<file path="src/rtl/mem_stage.sv">
`default_nettype none
// ============================================================================
// mem_stage : RV32 memory-access stage, data-bus handshake with timeout abort
// Rev 1.0
// ============================================================================
module mem_stage #(
  parameter int TIMEOUT = 16
) (
  input  logic        clk,
  input  logic        rst,

  input  logic        ex_mem_reg_write,
  input  logic        ex_mem_mem_read,
  input  logic        ex_mem_mem_write,
  input  logic        ex_mem_jump,
  input  logic        ex_mem_branch_taken,
  input  logic [1:0]  ex_mem_mem_to_reg,
  input  logic [31:0] ex_mem_alu_result,
  input  logic [31:0] ex_mem_rdata2,
  input  logic [31:0] ex_mem_pc_plus4,
  input  logic [31:0] ex_mem_branch_target,
  input  logic [31:0] ex_mem_jump_target,
  input  logic [4:0]  ex_mem_rd,

  output logic        dmem_req,
  output logic        dmem_we,
  output logic [31:0] dmem_addr,
  output logic [31:0] dmem_wdata,
  input  logic        dmem_ready,
  input  logic [31:0] dmem_rdata,

  output logic        mem_stall,
  output logic        pc_redirect,
  output logic [31:0] pc_redirect_target,

  output logic        mem_wb_reg_write,
  output logic [1:0]  mem_wb_mem_to_reg,
  output logic [31:0] mem_wb_alu_result,
  output logic [31:0] mem_wb_mem_rdata,
  output logic [31:0] mem_wb_pc_plus4,
  output logic [4:0]  mem_wb_rd,
  output logic        mem_wb_fault
);

  localparam int                 CNT_W    = $clog2(TIMEOUT);
  localparam logic [CNT_W-1:0]   CNT_LAST = CNT_W'(TIMEOUT - 1);
  localparam logic [CNT_W-1:0]   CNT_ONE  = CNT_W'(1);

  typedef enum logic [0:0] {
    S_IDLE = 1'b0,
    S_WAIT = 1'b1
  } state_e;

  state_e            state_q, state_d;
  logic [CNT_W-1:0]  cnt_q, cnt_d;

  logic              w_op;
  logic              w_misaligned;
  logic              w_req;
  logic              w_timeout_fire;
  logic              w_stall;
  logic              w_fault;
  logic              w_load_done;

  logic              reg_write_q, reg_write_d;
  logic [1:0]        mem_to_reg_q, mem_to_reg_d;
  logic [31:0]       alu_result_q, alu_result_d;
  logic [31:0]       mem_rdata_q, mem_rdata_d;
  logic [31:0]       pc_plus4_q, pc_plus4_d;
  logic [4:0]        rd_q, rd_d;
  logic              fault_q, fault_d;

  assign w_op         = ex_mem_mem_read | ex_mem_mem_write;
  assign w_misaligned = (ex_mem_alu_result[1:0] != 2'b00);
  assign w_req        = w_op & ~w_misaligned;

  assign dmem_req   = w_req;
  assign dmem_we    = ex_mem_mem_write;
  assign dmem_addr  = ex_mem_alu_result;
  assign dmem_wdata = ex_mem_rdata2;

  // Ready in the final counted cycle still wins over the abort.
  assign w_timeout_fire = (state_q == S_WAIT) & w_req & ~dmem_ready & (cnt_q == CNT_LAST);
  assign w_stall        = w_req & ~dmem_ready & ~w_timeout_fire;
  assign w_fault        = (w_op & w_misaligned) | w_timeout_fire;
  assign w_load_done    = w_req & dmem_ready & ex_mem_mem_read & ~ex_mem_mem_write;

  assign mem_stall          = w_stall;
  assign pc_redirect        = (ex_mem_jump | ex_mem_branch_taken) & ~w_stall;
  assign pc_redirect_target = ex_mem_jump ? ex_mem_jump_target : ex_mem_branch_target;

  always_comb begin
    state_d = state_q;
    cnt_d   = cnt_q;
    case (state_q)
      S_IDLE: begin
        if (w_req & ~dmem_ready) begin
          state_d = S_WAIT;
          cnt_d   = CNT_ONE;
        end
      end
      S_WAIT: begin
        if (~w_req | dmem_ready | (cnt_q == CNT_LAST)) begin
          state_d = S_IDLE;
          cnt_d   = '0;
        end else begin
          cnt_d = cnt_q + CNT_ONE;
        end
      end
      default: begin
        state_d = S_IDLE;
        cnt_d   = '0;
      end
    endcase
  end

  always_ff @(posedge clk or negedge rst) begin
    if (!rst) begin
      state_q <= S_IDLE;
      cnt_q   <= '0;
    end else begin
      state_q <= state_d;
      cnt_q   <= cnt_d;
    end
  end

  // A stalled cycle inserts a bubble; payload fields hold their last value.
  always_comb begin
    reg_write_d  = 1'b0;
    fault_d      = 1'b0;
    mem_to_reg_d = mem_to_reg_q;
    alu_result_d = alu_result_q;
    mem_rdata_d  = mem_rdata_q;
    pc_plus4_d   = pc_plus4_q;
    rd_d         = rd_q;
    if (!w_stall) begin
      reg_write_d  = ex_mem_reg_write & ~w_fault;
      fault_d      = w_fault;
      mem_to_reg_d = ex_mem_mem_to_reg;
      alu_result_d = ex_mem_alu_result;
      pc_plus4_d   = ex_mem_pc_plus4;
      rd_d         = ex_mem_rd;
      if (w_load_done) begin
        mem_rdata_d = dmem_rdata;
      end
    end
  end

  always_ff @(posedge clk or negedge rst) begin
    if (!rst) begin
      reg_write_q  <= 1'b0;
      mem_to_reg_q <= 2'b00;
      alu_result_q <= '0;
      mem_rdata_q  <= '0;
      pc_plus4_q   <= '0;
      rd_q         <= '0;
      fault_q      <= 1'b0;
    end else begin
      reg_write_q  <= reg_write_d;
      mem_to_reg_q <= mem_to_reg_d;
      alu_result_q <= alu_result_d;
      mem_rdata_q  <= mem_rdata_d;
      pc_plus4_q   <= pc_plus4_d;
      rd_q         <= rd_d;
      fault_q      <= fault_d;
    end
  end

  assign mem_wb_reg_write  = reg_write_q;
  assign mem_wb_mem_to_reg = mem_to_reg_q;
  assign mem_wb_alu_result = alu_result_q;
  assign mem_wb_mem_rdata  = mem_rdata_q;
  assign mem_wb_pc_plus4   = pc_plus4_q;
  assign mem_wb_rd         = rd_q;
  assign mem_wb_fault      = fault_q;

endmodule
`default_nettype wire
</file>
<file path="config.mk">
export PLATFORM = sky130hd
export DESIGN_NAME = mem_stage
export DESIGN_NICKNAME = d
export VERILOG_FILES = /design/src/rtl/mem_stage.sv
export SDC_FILE = /design/constraint.sdc
export NUM_CORES = 1
export LEC_CHECK = 0
export CAP_MARGIN = 20
export CORE_AREA = 2 2 159 161
export DETAILED_ROUTE_END_ITERATION = 10
export DIE_AREA = 0 0 161 163
export GPL_TIMING_DRIVEN = 1
export PLACE_DENSITY = 0.56
export SYNTH_ARGS = -nofsm -noshare
export SYNTH_HDL_FRONTEND = slang
export SYNTH_SLANG_ARGS = --single-unit
export TNS_END_PERCENT = 100
</file>
<file path="constraint.sdc">
create_clock -name clk -period 5.1 [get_ports clk]
set_input_delay 0.765 -clock clk [delete_from_list [all_inputs] [get_ports clk]]
set_output_delay 0.765 -clock clk [all_outputs]
set_load 0.01 [all_outputs]
</file>
==> results.toml <==
[detailed_routing]
drc_errors = 0
vias = 3794
via_per_inst = 3.90
wl_um = 15200
drt_iter0_drc = 79
ant_nets = 0
detail_route.wl_per_cell_um = 15.6
first_pass_iters = 4

[sta]
finalSetupTns_ps = 0
finalHoldViolCount = 0
fin_worst_skew_ps = 6.89
timing.final.ws_setup_ps = 1670
fmax_mhz = 292
final-max-slew-violation-count = 0
setup_violations = 0
rsz0062_at_grt = "false"
max_slew_margin = 0.366
hold_slack_ps = 469
tightestPinTransition_ps = 951
fin_crit_sh = 0.672
fin_crit_ps = 3430

[synthesis]
ys_ff_latch = 110
synth_fp_nets = 568
yosys.area_share.simple = 0.0179
synth_edf_count = 0
synth_area_per_cell_um2 = 14.2
async_reset_ff_frac = 1.00
ys_types = 28
syn_inst = 360
synth_area_mm2 = 0.00510
synth_xor_area_frac = 0.00172
yosys.area_share.adder = 0.00245
synth_flop_cell = "dfrtp_1"
synth_top_family_by_area = "multiplexers"
yosysSeqAreaShare = 0.540
ys_warn_count = 0
synth_compound_area_frac = 0.0233
synthMuxAreaShare = 0.296

[global_routing]
grt_max_degree = 72
globalRouteTotalUtil = 0.112
grt_pass1_vias = 4184
grt_first_pass_wirelength_um = 23100
antenna_found_initial = 0
grt_overflow_total = 0

[floorplan]
ioPinCount = 412
die_w_um = 161
die_h_um = 163
dieArea_mm2 = 0.0262
core_mm2 = 0.0247
initial_core_util = 0.207
row_count = 58

[cts]
post_cts_resized = 0
htreeDepth = 3
numCtsBuffers = 9
clk_latency_ps = 350
post_cts_buffers = 0
cts_tree = "yes"
cts_max_path_buffers = 2
cts_hold_buf = 0
clk_pin_slew_ps = 80
clock_sinks = 110
cts_root_buf = "clkbuf_16"

[final_layout]
layout-drive-gt1-share = 0.230
num-nets-final = 847
mostFrequentLayoutCells = "clkdlybuf4s50_1, mux2_2, dfrtp_1"
areaGrowthSynthToFinish_pct = 70.4
num_antenna_cells = 0
multi_input_area_mm2 = 0.00174
fin_util = 0.352
final_common_cell = "clkdlybuf4s50_1"
fin_area_mm2 = 0.00869
fillers = 2434
seqCellArea_mm2 = 0.00275

[worst_setup_path]
critPathKind = "in2out"
critPathArrivalTime_ps = 2660
start_kind = "primary input"
worstPathMaxFanout = 6
endpoint_kind = "primary output"
r2r_cells = 5
timing.rr.start = "cnt_q[0]"
crit_required_ps = 4340
regToRegSetupSlack_ps = 2330
r2r_end = "mem_wb_alu_result[15]"

[run]
cap_violations = 0

[placement]
dpl.hpwl_um = 12000
postPlaceCellArea_mm2 = 0.00841
io_buffers = 347
preCtsSetupSlack_ps = 1610
gp_congestion = 0.774

[pwr]
vdd_drop_max_mv = 0.152
power.leakage_nw = 3.44
p_per_area_mw_per_mm2 = 272

[outcome]
status = "complete, no violations"

[hold_path]
hold_path_class = "in2async"
## per-stage QoR
step,cells,power [mW]
floorplan,360,1.29
CTS,974,2.42
detailed placement,958,1.71
global placement,958,1.70
finish,974,2.36
global route,974,2.50
## final cells by class
class | count | share of cell area
timing repair buffer | 351 | 0.403
tap | 330 | 0.0475
clock inverter | 6 | 0.00648
multi-input combinational | 167 | 0.200
sequential | 110 | 0.317
clock buffer | 10 | 0.0263
## worst max-delay path: stages
cell and delay (ps):
clkdlybuf4s50_1 470, or2_0 370, a2111oi_4 440, clkdlybuf4s50_1 610
## cell usage after synthesis (all sizes together) (2+ instances only)
| master | instances | area [µm²] |
|---|---|---|
| a2111oi | 2 | 36.3 |
| a21o | 3 | 22.5 |
| mux2 | 133 | 1500 |
| a31oi | 2 | 12.5 |
| a21oi | 2 | 10.0 |
| clkbuf | 11 | 41.3 |
| nor2 | 6 | 22.5 |
| dfrtp | 110 | 2750 |
| nand2b | 2 | 12.5 |
| buf | 72 | 567 |
| nand2 | 2 | 7.51 |
| o2bb2ai | 2 | 17.5 |
## routing by layer
layer,wire (µm),up-vias,GRT usage
li1,-,1741,-
met1,5020,1828,0.110
met2,8190,195,0.208
met3,1620,30,0.0514
met4,360,0,0.0406
met5,0,-,0
## kinds of logic (layout without fill, tap and decap cells)
group | count (synthesis) | after routing
mux | 134 | 134
flops | 110 | 110
buf+inv | 83 | 367
simple gates | 17 | 17
compound gates | 14 | 14
fa+ha+maj | 1 | 1
xor+xnor | 1 | 1
## power breakdown
group / total (mW) / switching, mW / internal, mW
Clock: 0.681 / 0.340 / 0.341
Combinational: 0.655 / 0.219 / 0.436
Sequential: 1.03 / 0.0548 / 0.973
## worst max-delay path by stage
stage,startpoint,endpoint,slack [ps],cells after the start
floorplan,ex_mem_alu_result[1],pc_redirect,2200,5
detailed placement,ex_mem_alu_result[1],mem_wb_pc_plus4[9],1610,5
CTS,ex_mem_alu_result[1],mem_stall,1660,4
global placement,ex_mem_alu_result[1],mem_wb_alu_result[13],1700,5
finish,ex_mem_alu_result[1],mem_stall,1670,4
global route,ex_mem_alu_result[1],mem_stall,1570,4
Note: power is estimated with default switching activity, not from simulation.
